===== config.mk =====
export PLATFORM = sky130hd
export DESIGN_NAME = ram_arbiter
export DESIGN_NICKNAME = d
export VERILOG_FILES = /design/src/rtl/ram_arbiter.sv
export SDC_FILE = /design/constraint.sdc
export NUM_CORES = 1
export LEC_CHECK = 0
export CORE_AREA = 2 2 82 84
export DETAILED_ROUTE_END_ITERATION = 8
export DIE_AREA = 0 0 84 86
export PLACE_DENSITY = 0.8
export SYNTH_ARGS = -nofsm -noshare
export SYNTH_HDL_FRONTEND = slang
export SYNTH_SLANG_ARGS = --single-unit

===== constraint.sdc =====
create_clock -name clk -period 2.9 [get_ports clk]
set_input_delay 0.87 -clock clk [delete_from_list [all_inputs] [get_ports clk]]
set_output_delay 0.87 -clock clk [all_outputs]
set_load 0.02 [all_outputs]

===== src/rtl/ram_arbiter.sv =====
// Two-requester arbiter in front of a single-port 512x32 synchronous RAM.
// Grants are combinational; ownership locks and a round-robin pointer are registered.
module ram_arbiter (
    input  logic        clk,
    input  logic        rst_n,
    input  logic        req0,
    input  logic        req1,
    input  logic        lock0,
    input  logic        lock1,
    input  logic [3:0]  we0_i,
    input  logic [3:0]  we1_i,
    input  logic [8:0]  a0_i,
    input  logic [8:0]  a1_i,
    input  logic [31:0] di0_i,
    input  logic [31:0] di1_i,
    output logic        gnt0,
    output logic        gnt1,
    output logic        rvalid0,
    output logic        rvalid1,
    output logic [31:0] rdata,
    output logic        en,
    output logic [3:0]  we,
    output logic [8:0]  a,
    output logic [31:0] di,
    // RAM read data; 'do' is a reserved word, hence the suffix.
    input  logic [31:0] do_i
);

    typedef enum logic [1:0] {
        StFree = 2'd0,
        StOwn0 = 2'd1,
        StOwn1 = 2'd2
    } owner_e;

    owner_e owner_q, owner_d;
    logic   prio_q, prio_d;
    logic   rvalid0_q, rvalid1_q;

    always_ff @(posedge clk or negedge rst_n) begin
        if (!rst_n) begin
            owner_q   <= StFree;
            prio_q    <= 1'b0;
            rvalid0_q <= 1'b0;
            rvalid1_q <= 1'b0;
        end else begin
            owner_q   <= owner_d;
            prio_q    <= prio_d;
            rvalid0_q <= gnt0 && (we0_i == 4'h0);
            rvalid1_q <= gnt1 && (we1_i == 4'h0);
        end
    end

    // An owner that stops requesting gives up the slot in the same cycle.
    always_comb begin
        gnt0 = 1'b0;
        gnt1 = 1'b0;
        if (rst_n) begin
            unique case (owner_q)
                StOwn0: begin
                    if (req0) gnt0 = 1'b1;
                    else      gnt1 = req1;
                end
                StOwn1: begin
                    if (req1) gnt1 = 1'b1;
                    else      gnt0 = req0;
                end
                default: begin
                    if (req0 && (!req1 || !prio_q)) gnt0 = 1'b1;
                    else if (req1)                  gnt1 = 1'b1;
                end
            endcase
        end
    end

    always_comb begin
        owner_d = StFree;
        if (gnt0 && lock0)      owner_d = StOwn0;
        else if (gnt1 && lock1) owner_d = StOwn1;

        prio_d = prio_q;
        if (gnt0)      prio_d = 1'b1;
        else if (gnt1) prio_d = 1'b0;
    end

    always_comb begin
        en = 1'b0;
        we = 4'h0;
        a  = 9'h000;
        di = 32'h0;
        if (gnt0) begin
            en = 1'b1;
            we = we0_i;
            a  = a0_i;
            di = di0_i;
        end else if (gnt1) begin
            en = 1'b1;
            we = we1_i;
            a  = a1_i;
            di = di1_i;
        end
    end

    assign rvalid0 = rvalid0_q;
    assign rvalid1 = rvalid1_q;
    assign rdata   = do_i;

endmodule


==> tab_implementation.tex, run 1 <==
\begin{tabular}{lr}
\hline
Metric & Value \\
\hline
\multicolumn{2}{l}{\textbf{Run status}} \\
Status & complete, but fails checks \\
Violations in the final reports & setup timing \\
\multicolumn{2}{l}{\textbf{Place}} \\
Routability congestion estimate from global placement & a little under 0.8 \\
DP Wirelength & around 4700 um \\
Count of buffers from port buffering & approximately 150 \\
Setup Slack @ Placement & -731 ps \\
\multicolumn{2}{l}{\textbf{Logic synthesis}} \\
Number of distinct library cell variants in the gate-level netlist after synthesis & 26 \\
Yosys warnings & 0 \\
Post-synthesis area per instance & between 7 and 8 sq um \\
Share of synthesized area occupied by flip-flops and latches & 8.08\% \\
Cell count after synthesis & 220 \\
Mapped Nets & 350 \\
Netlist Area Pre-Place & between 1500 and 2000 sq um \\
Post-synthesis register bit count & 5 \\
\multicolumn{2}{l}{\textbf{Floorplan}} \\
Placement Rows & 29 \\
Vertical die dimension & 86 um \\
I/O pin total & 210 \\
Die Footprint & 7220 sq um \\
Total core area & 6280 sq um \\
Starting density of the core & 24.7\% \\
Die Wd & 84 um \\
\multicolumn{2}{l}{\textbf{Power and ir drop}} \\
Overall Power & about 1.2 mW \\
Power density over cell area & 327 nW/um\^{}2 \\
Reported leakage power & 1.47 nW \\
Worst supply voltage drop on vdd & roughly 0.29 mV \\
\multicolumn{2}{l}{\textbf{Timing}} \\
Count of endpoints failing setup in the final report & 15 \\
Tightest slew margin relative to the limit & about two thirds \\
Worst hold slack after final layout & between 500 and 600 ps \\
Final period util & 101\% \\
Slew Limit Fails & 0 \\
Maximum clock rate & 341 MHz \\
Final worst slack & -33.9 ps \\
Final-report hold violation count & 0 \\
Setup repair after global routing missed its margin & yes \\
Final Skew & 3.14 ps \\
Min Tclk post-route & 2930 ps \\
Sum Neg Setup Slack & -244 ps \\
Slew of the pin with the lowest slew margin & 475 ps \\
\multicolumn{2}{l}{\textbf{Layout}} \\
Total area of sequential cells & 125 sq um \\
Layout Utilization & 58.6\% \\
Layout-stage area growth over the synthesis result & 137\% \\
Combined area of the multi-input logic cells & 1350 sq um \\
Layout cells sized above 1 & 47.3\% \\
Filler cell count & 544 \\
Net total in the final layout & 488 \\
Ant. Diodes & 0 \\
\multicolumn{2}{l}{\textbf{Setup path}} \\
Required time worst endpoint & 2030 ps \\
CP max FO & 6 \\
Crit path launch type & primary input \\
Path depth of the worst reg2reg path & 9 \\
Type of the worst setup path & in2out \\
RR Startpoint & owner\_q[1]\$\_DFF\_PN0\_ \\
Crit Reg-Reg Endpoint & prio\_q\$\_DFFE\_PN0P\_ \\
FF-to-FF setup slack & 920 ps \\
Arrival @ worst endpoint & $\sim$2100 ps \\
Type of element capturing the critical path & output port \\
\multicolumn{2}{l}{\textbf{Detailed routing}} \\
DR WL/cell & 18.0 um \\
Vias per cell & 4.91 \\
DRC viols & 0 \\
Pre-Repair DR Iteration Count & 4 \\
Via Count & between 2000 and 2500 \\
Count of routing violations after the opening detailed-route iteration & 47 \\
Total routed wirelength & approximately 7800 um \\
Final antenna-violating net count & 0 \\
\multicolumn{2}{l}{\textbf{Global routing}} \\
Antenna violations before repair & 0 \\
Aggregate global routing overflow & 0 \\
Number of global-route vias before repair & 2308 \\
Pin count of the biggest net entering global routing & 24 \\
Wire length of the first global-routing pass & 11800 um \\
Total global-route track usage & 20.3\% \\
\multicolumn{2}{l}{\textbf{Clock network}} \\
Count of clock tree sinks & 5 \\
TritonCTS buffer count & 3 \\
TritonCTS clock tree & done \\
H-tree depth & 1 \\
Clock input transition at the sequential cells of the worst setup and hold paths & 40 ps \\
Number of buffers inserted for hold repair after clock tree synthesis & 0 \\
Number of buffers between clock root and the deepest sink & 2 \\
Root cell of the clock tree & sky130\_fd\_sc\_hd\_\_clkbuf\_8 \\
Clk\_lat worst skew & 220 ps \\
\multicolumn{2}{l}{\textbf{Worst hold path}} \\
Class of the most critical hold timing path & in2async \\
\multicolumn{2}{l}{\textbf{Flow run}} \\
Max-cap violations & 0 \\
\hline
\end{tabular}
-- per-layer routing --
metal | global-route usage (%) | up-vias | share of wire, %
li1 | - | 1000 | -
met1 | 21.6 | 1009 | 37
met2 | 39.8 | 99 | 54
met3 | 3.56 | 22 | 5.7
met4 | 7.33 | 0 | 2.8
met5 | 0 | - | 0
-- worst max-delay path by stage --
stage | from | to | slack, ps | cells past startpoint
final | req0 | di[5] | -30 | 9
after global placement | rst_n | a[5] | -690 | 6
after global routing | owner_q[1]$_DFF_PN0_ | di[0] | -90 | 10
after CTS | req1 | di[16] | 2 | 6
after floorplan | req0 | a[0] | 330 | 5
after detailed placement | rst_n | a[5] | -730 | 6
-- sequential cells by signal, summed over array words and instances, names as in the netlist --
| name | count |
|---|---|
| rvalid0 | 1 |
| rvalid1 | 1 |
| prio_q | 1 |
| owner_q | 2 |
-- cells in the final DEF, fill, tap and decap left out, drive strengths merged --
| cell | count |
|---|---|
| a21boi | 2 |
| a21oi | 2 |
| a22o | 1 |
| and2 | 2 |
| and3 | 1 |
| buf | 86 |
| bufbuf | 1 |
| clkbuf | 6 |
| clkdlybuf4s50 | 94 |
| dfrtp | 5 |
| dlygate4sd2 | 1 |
| ha | 2 |
| inv | 4 |
| nand2 | 93 |
| nand3 | 1 |
| nand4 | 1 |
| nor2 | 3 |
| nor3 | 1 |
| o21ai | 2 |
| o22ai | 45 |
| o31ai | 2 |
| or4 | 2 |
-- power by group --
part	internal [mW]	leakage [nW]	switching [mW]	total, mW
Sequential	0.0762	0.0667	0.00673	0.0829
Clock	0.0942	0.0228	0.0319	0.126
Combinational	0.530	1.38	0.463	0.993
Total	0.701	1.47	0.501	1.20
-- final cells by class --
type | instances | share of cell area (%)
flip-flops and latches | 5 | 3.40
well taps | 77 | 2.62
multi-input cells | 160 | 36.8
inverters | 4 | 0.408
repair buffers | 184 | 55.5
clock buffers | 4 | 1.22
-- synth_stat cells, drive strengths merged --
cell type	number	share of area (%)
o21ai	2	0.65
inv	4	0.97
a22o	1	0.57
o31ai	2	0.97
o22ai	45	34
nand4	1	0.40
nor2	3	0.89
dfrtp	5	8.1
ha	2	1.6
buf	51	24
a21oi	2	0.65
nand3	1	0.32
a21boi	2	1.2
and3	1	0.40
and2	2	0.81
nor3	1	0.32
nand2	93	23
or4	2	0.97
-- stage by stage --
step	instances	instance area (sq um)
finish	434	3680
global route	434	3680
CTS	436	3590
detailed placement	407	2930
global placement	407	2930
floorplan	220	1550
-- logic make-up after synthesis --
logic type	share of synthesized area, %
compound gates	38.4
fa+ha+maj	1.62
buf+inv	25.1
flops	8.08
simple gates	26.8
-- worst max-delay path, stage by stage --
cell                       delay, ps
sky130_fd_sc_hd__buf_2           110
sky130_fd_sc_hd__a21boi_2        170
sky130_fd_sc_hd__o31ai_4          70
sky130_fd_sc_hd__nand2_2         100
sky130_fd_sc_hd__buf_12          160
sky130_fd_sc_hd__buf_12          130
sky130_fd_sc_hd__buf_16          140
sky130_fd_sc_hd__o22ai_4         170
sky130_fd_sc_hd__buf_6           140
-- what timing repair did --
action | 4_1_cts | 5_1_grt
endpoints found under the setup margin | 48 | 47
cloned | 11 | 0
setup buffers | 15 | 1
gates resized for setup | 299 | 58
pin swaps | 15 | 19
(Power assumes the default switching activity.)
==> run 2: changes to the inputs <==
- CORE_AREA: 2 2 82 84 -> 5 5 85 87
- DIE_AREA: 0 0 84 86 -> 0 0 90 92
==> tab_implementation.tex, run 2 (synthesized netlist as in run 1, its figures left out) <==
\begin{tabular}{lr}
\hline
Metric & Value \\
\hline
\multicolumn{2}{l}{\textbf{Run status}} \\
Status & complete, but fails checks \\
Violations in the final reports & setup timing \\
\multicolumn{2}{l}{\textbf{Timing}} \\
Sum Neg Setup Slack & -2.99 ps \\
Final Skew & 1.71 ps \\
Slew of the pin with the lowest slew margin & roughly 650 ps \\
Setup repair after global routing missed its margin & yes \\
Final period util & 100\% \\
Final-report hold violation count & 0 \\
Final worst slack & -2.99 ps \\
Slew Limit Fails & 0 \\
Count of endpoints failing setup in the final report & 1 \\
Min Tclk post-route & 2900 ps \\
Tightest slew margin relative to the limit & 56.1\% \\
Maximum clock rate & approximately 340 MHz \\
\multicolumn{2}{l}{\textbf{Layout}} \\
Filler cell count & approximately 540 \\
Combined area of the multi-input logic cells & 1430 sq um \\
Final instance area & 3830 sq um \\
Layout Utilization & 61.1\% \\
Net total in the final layout & 489 \\
Layout cells sized above 1 & between 40\% and 50\% \\
Total area of sequential cells & 125 sq um \\
Register ranked first by flip-flop count & owner\_q \\
Leading cell type in the layout, fill and taps excluded & sky130\_fd\_sc\_hd\_\_clkdlybuf4s50\_1 \\
Largest register FFs & 2 \\
Layout-stage area growth over the synthesis result & 147\% \\
Ant. Diodes & 0 \\
Most frequent cells in the layout & sky130\_fd\_sc\_hd\_\_clkdlybuf4s50\_1 (94), sky130\_fd\_sc\_hd\_\_nand2\_1 (71), sky130\_fd\_sc\_hd\_\_buf\_6 (48) \\
\multicolumn{2}{l}{\textbf{Place}} \\
Setup Slack @ Placement & -807 ps \\
Routability congestion estimate from global placement & 0.787 \\
Count of buffers from port buffering & about 150 \\
Post-Place Cell Area & about 2900 sq um \\
DP Wirelength & 5180 um \\
\multicolumn{2}{l}{\textbf{Global routing}} \\
Pin count of the biggest net entering global routing & 23 \\
Total global-route track usage & between 10\% and 20\% \\
Wire length of the first global-routing pass & 11900 um \\
Number of global-route vias before repair & 2328 \\
Antenna violations before repair & 0 \\
Aggregate global routing overflow & 0 \\
\multicolumn{2}{l}{\textbf{Clock network}} \\
Clock input transition at the sequential cells of the worst setup and hold paths & about 40 ps \\
Number of buffers between clock root and the deepest sink & 2 \\
Clk\_lat worst skew & 220 ps \\
TritonCTS buffer count & 3 \\
Count of clock tree sinks & 5 \\
Root cell of the clock tree & sky130\_fd\_sc\_hd\_\_clkbuf\_8 \\
TritonCTS clock tree & done \\
H-tree depth & 1 \\
\multicolumn{2}{l}{\textbf{Power and ir drop}} \\
Reported leakage power & 1.49 nW \\
Overall Power & 1.26 mW \\
Power density over cell area & 330 nW/um\^{}2 \\
Worst supply voltage drop on vdd & 0.247 mV \\
\multicolumn{2}{l}{\textbf{Worst hold path}} \\
Class of the most critical hold timing path & in2async \\
\multicolumn{2}{l}{\textbf{Floorplan}} \\
Total core area & 6280 sq um \\
Placement Rows & 29 \\
Starting density of the core & between 20\% and 30\% \\
Die Wd & 90 um \\
Vertical die dimension & 92 um \\
Die Footprint & 8280 sq um \\
I/O pin total & 210 \\
\multicolumn{2}{l}{\textbf{Setup path}} \\
Type of element capturing the critical path & output port \\
Path depth of the worst reg2reg path & 7 \\
Crit path launch type & primary input \\
Arrival @ worst endpoint & 2030 ps \\
Type of the worst setup path & in2out \\
Required time worst endpoint & about 2000 ps \\
CP max FO & 6 \\
\multicolumn{2}{l}{\textbf{Detailed routing}} \\
DRC viols & 0 \\
Vias per cell & 4.87 \\
Pre-Repair DR Iteration Count & 4 \\
Via Count & between 2000 and 2500 \\
Count of routing violations after the opening detailed-route iteration & 48 \\
DR WL/cell & 18.7 um \\
Total routed wirelength & 8120 um \\
Final antenna-violating net count & 0 \\
\multicolumn{2}{l}{\textbf{Flow run}} \\
Max-cap violations & 0 \\
\hline
\end{tabular}
## run 2: cell types whose count changed in the layout (fill, tap and decap cells not counted), moves of 3 or more
cell	change
sky130_fd_sc_hd__o22ai_4	+9
sky130_fd_sc_hd__buf_6	+7
sky130_fd_sc_hd__o22ai_2	-6
sky130_fd_sc_hd__buf_2	-5
sky130_fd_sc_hd__nand2_1	+4
sky130_fd_sc_hd__buf_4	-3
sky130_fd_sc_hd__nand2_2	-3
sky130_fd_sc_hd__o22ai_1	-3
## run 2: final timing paths
check | slack [ps] | to | startpoint
max in group asynchronous | 2210 | rvalid0$_DFF_PN0_ | rst_n
hold reg to reg | 640 | prio_q$_DFFE_PN0P_ | prio_q$_DFFE_PN0P_
hold / removal | 570 | owner_q[0]$_DFF_PN0_ | rst_n
setup / recovery | -3 | a[8] | rst_n
min in group clk | 640 | prio_q$_DFFE_PN0P_ | prio_q$_DFFE_PN0P_
setup reg to reg | 1050 | prio_q$_DFFE_PN0P_ | owner_q[0]$_DFF_PN0_
## run 2: stage by stage
stage / hold slack (ps) / std cells
2_1_floorplan: 474 / 220
3_3_place_gp: 510 / 406
3_5_place_dp: 518 / 406
4_1_cts: 560 / 432
5_1_grt: 579 / 435
6_report: 568 / 435
## run 2: where the power goes
group	switching, mW	leakage, nW	internal, mW
logic	0.484	1.40	0.567
clock network	0.0348	0.0228	0.0944
registers	0.00837	0.0667	0.0761
## run 2: metal layers
layer	vias up	part of all wire (%)	GRT usage [%]
met2	97	56	34.8
met5	-	0	0
met3	29	6.8	4.01
li1	1007	-	-
met4	0	3.0	6.08
met1	984	34	17.3
## run 2: repair_timing
item	in CTS	in global routing
gates cloned	9	1
setup buffers	14	2
resized for setup	318	51
pin swaps	12	28
hold buffers	0	0
endpoints found under the setup margin	48	47
## run 2: cell type report
cell class | count | area share [%]
Sequential cell | 5 | 3.26
Clock buffer | 4 | 1.17
Multi-Input combinational cell | 160 | 37.4
Inverter | 4 | 0.392
Timing Repair Buffer | 185 | 55.3
Tap cell | 77 | 2.51
## run 2: critical path, stage by stage
cell and delay (ps):
sky130_fd_sc_hd__buf_2 100, sky130_fd_sc_hd__a21boi_4 180, sky130_fd_sc_hd__buf_6 130, sky130_fd_sc_hd__buf_6 110, sky130_fd_sc_hd__buf_12 110, sky130_fd_sc_hd__buf_16 130
sky130_fd_sc_hd__nand2_2 60, sky130_fd_sc_hd__o22ai_2 190, sky130_fd_sc_hd__buf_6 140
==> run 3: changes to the inputs <==
- GPL_TIMING_DRIVEN: unset -> 0
==> tab_implementation.tex, run 3 (synthesized netlist as in run 1, its figures left out) <==
\begin{tabular}{lr}
\hline
Metric & Value \\
\hline
\multicolumn{2}{l}{\textbf{Layout}} \\
Layout cells sized above 1 & 44.0\% \\
Register ranked first by flip-flop count & owner\_q \\
Layout-stage area growth over the synthesis result & 166\% \\
Most frequent cells in the layout & sky130\_fd\_sc\_hd\_\_clkdlybuf4s50\_1 (126), sky130\_fd\_sc\_hd\_\_nand2\_1 (78), sky130\_fd\_sc\_hd\_\_buf\_6 (47) \\
Largest register FFs & 2 \\
Leading cell type in the layout, fill and taps excluded & sky130\_fd\_sc\_hd\_\_clkdlybuf4s50\_1 \\
Ant. Diodes & 0 \\
Net total in the final layout & roughly 550 \\
\multicolumn{2}{l}{\textbf{Timing}} \\
Final period util & 100\% \\
Min Tclk post-route & 2900 ps \\
Maximum clock rate & 345 MHz \\
Final-report hold violation count & 0 \\
Final Skew & 4.09 ps \\
Slew Limit Fails & 0 \\
Count of endpoints failing setup in the final report & 1 \\
Final worst slack & -1.10 ps \\
Slew of the pin with the lowest slew margin & 545 ps \\
Tightest slew margin relative to the limit & 63.3\% \\
Setup repair after global routing missed its margin & yes \\
\multicolumn{2}{l}{\textbf{Clock network}} \\
Count of clock tree sinks & 5 \\
Clk\_lat worst skew & 220 ps \\
TritonCTS buffer count & 3 \\
H-tree depth & 1 \\
Clock input transition at the sequential cells of the worst setup and hold paths & 40 ps \\
TritonCTS clock tree & done \\
Root cell of the clock tree & sky130\_fd\_sc\_hd\_\_clkbuf\_8 \\
Number of buffers inserted for hold repair after clock tree synthesis & 0 \\
Number of buffers between clock root and the deepest sink & 2 \\
\multicolumn{2}{l}{\textbf{Place}} \\
Count of buffers from port buffering & 177 \\
DP Wirelength & 6170 um \\
Routability congestion estimate from global placement & 0.847 \\
Setup Slack @ Placement & -1120 ps \\
\multicolumn{2}{l}{\textbf{Power and ir drop}} \\
Power density over cell area & 303 nW/um\^{}2 \\
Sequential share of power & under 10\% \\
Portion of total power attributed to combinational logic & 82.8\% \\
Overall Power & 1.25 mW \\
Reported leakage power & between 1.5 and 2 nW \\
Clock share of power & 10.4\% \\
Worst supply voltage drop on vdd & between 0.2 and 0.3 mV \\
Pint & 0.732 mW \\
Psw & 0.515 mW \\
Switch share & 41.3\% \\
\multicolumn{2}{l}{\textbf{Setup path}} \\
Required time worst endpoint & between 2000 and 2500 ps \\
Worst path cell trace & buf\_8 > a21boi\_4 > o31ai\_2 > nand2\_2 > buf\_6 > buf\_12 > buf\_16 > o22ai\_4 > buf\_6 \\
Type of the worst setup path & in2out \\
CP max FO & 5 \\
Crit-path most repeated cell & sky130\_fd\_sc\_hd\_\_buf\_6 \\
Type of element capturing the critical path & output port \\
Arrival @ worst endpoint & 2030 ps \\
Delay of the slowest critical-path stage & between 150 and 200 ps \\
Cell with the largest stage delay on the worst path & sky130\_fd\_sc\_hd\_\_o22ai\_4 \\
Crit path launch type & primary input \\
\multicolumn{2}{l}{\textbf{Floorplan}} \\
Die Wd & approximately 90 um \\
Die Footprint & roughly 8300 sq um \\
Vertical die dimension & 92 um \\
Placement Rows & 29 \\
I/O pin total & 210 \\
Total core area & between 6000 and 7000 sq um \\
Starting density of the core & $\sim$25\% \\
\multicolumn{2}{l}{\textbf{Worst hold path}} \\
Class of the most critical hold timing path & in2async \\
\multicolumn{2}{l}{\textbf{Detailed routing}} \\
Final antenna-violating net count & 0 \\
Pre-Repair DR Iteration Count & 4 \\
DR WL/cell & 17.1 um \\
Vias per cell & 4.71 \\
Count of routing violations after the opening detailed-route iteration & 20 \\
DRC viols & 0 \\
Via Count & 2324 \\
Total routed wirelength & $\sim$8400 um \\
\multicolumn{2}{l}{\textbf{Global routing}} \\
Number of global-route vias before repair & 2519 \\
Met2 track utilization from global routing & 35.8\% \\
Pin count of the biggest net entering global routing & 11 \\
Most Used Layer, Global Route & met2 \\
Total global-route track usage & 17.9\% \\
Antenna violations before repair & 0 \\
Routing usage on met1 & 17.4\% \\
GR Util met3 & 6.06\% \\
Aggregate global routing overflow & 0 \\
Wire length of the first global-routing pass & 12300 um \\
\multicolumn{2}{l}{\textbf{Run status}} \\
Status & complete, but fails checks \\
Violations in the final reports & setup timing \\
\multicolumn{2}{l}{\textbf{Flow run}} \\
Max-cap violations & 0 \\
\hline
\end{tabular}
==> run 3: changes by cell type in the layout (fill, tap and decap cells not counted), sizes merged <==
cell / change
clkdlybuf4s15: +3
clkbuf: +4
buf: +20
bufbuf: -1
clkdlybuf4s50: +32
==> run 3: worst paths after layout <==
| kind | start | endpoint | slack [ps] | cells past startpoint |
|---|---|---|---|---|
| min in group clk | prio_q$_DFFE_PN0P_ | prio_q$_DFFE_PN0P_ | 600 | 1 |
| setup reg to reg | owner_q[0]$_DFF_PN0_ | prio_q$_DFFE_PN0P_ | 1250 | 8 |
| setup / recovery | req0 | di[11] | -1 | 9 |
| hold reg to reg | prio_q$_DFFE_PN0P_ | prio_q$_DFFE_PN0P_ | 600 | 1 |
| hold / removal | rst_n | rvalid0$_DFF_PN0_ | 430 | 1 |
| max in group asynchronous | rst_n | owner_q[0]$_DFF_PN0_ | 2360 | 1 |
==> run 3: through the flow <==
step	setup TNS (ps)	util, %	std cells	instance area (sq um)	hold WS [ps]
CTS	-125	61.1	487	3830	452
global route	-560	65.5	493	4110	427
detailed placement	-48620	54.4	474	3420	514
finish	-1.10	65.5	493	4110	428
floorplan	0	-	220	1550	474
global placement	-48230	54.4	474	3420	498
==> run 3: routing by layer <==
layer  share of wire, %  vias to the layer above
met2                 56                      125
met4                1.3                        0
met1                 34                     1077
met5                  0                        -
met3                8.8                       10
li1                   -                     1112
==> run 3: critical path, delay by kind of cell <==
family / cells / cell delay, ps
compound gates: 3 / 360
buf+inv: 5 / 650
simple gates: 1 / 140
==> run 3: area by class of cell <==
| type | count | area [sq um] |
|---|---|---|
| inverter | 4 | 15.0 |
| timing repair buffer | 195 | 2120 |
| buffer | 48 | 454 |
| fill | 499 | 2160 |
| multi-input combinational | 160 | 1260 |
| clock buffer | 4 | 45.0 |
| tap | 77 | 96.3 |
| sequential | 5 | 125 |
==> run 3: repair_timing <==
action / CTS / global route
pin swaps: 25 / 10
cloned: 3 / 5
setup endpoints to repair: 48 / 47
resized for setup: 315 / 56
buffers inserted: 8 / 2
==> run 3: power groups by stage <==
stage               logic (mW)  clock network (mW)  registers [mW]
global placement         0.790                   0          0.0805
CTS                      0.956               0.130          0.0832
finish                    1.03               0.130          0.0842
global route              1.09               0.137          0.0844
floorplan                0.432                   0          0.0800
detailed placement       0.799                   0          0.0811
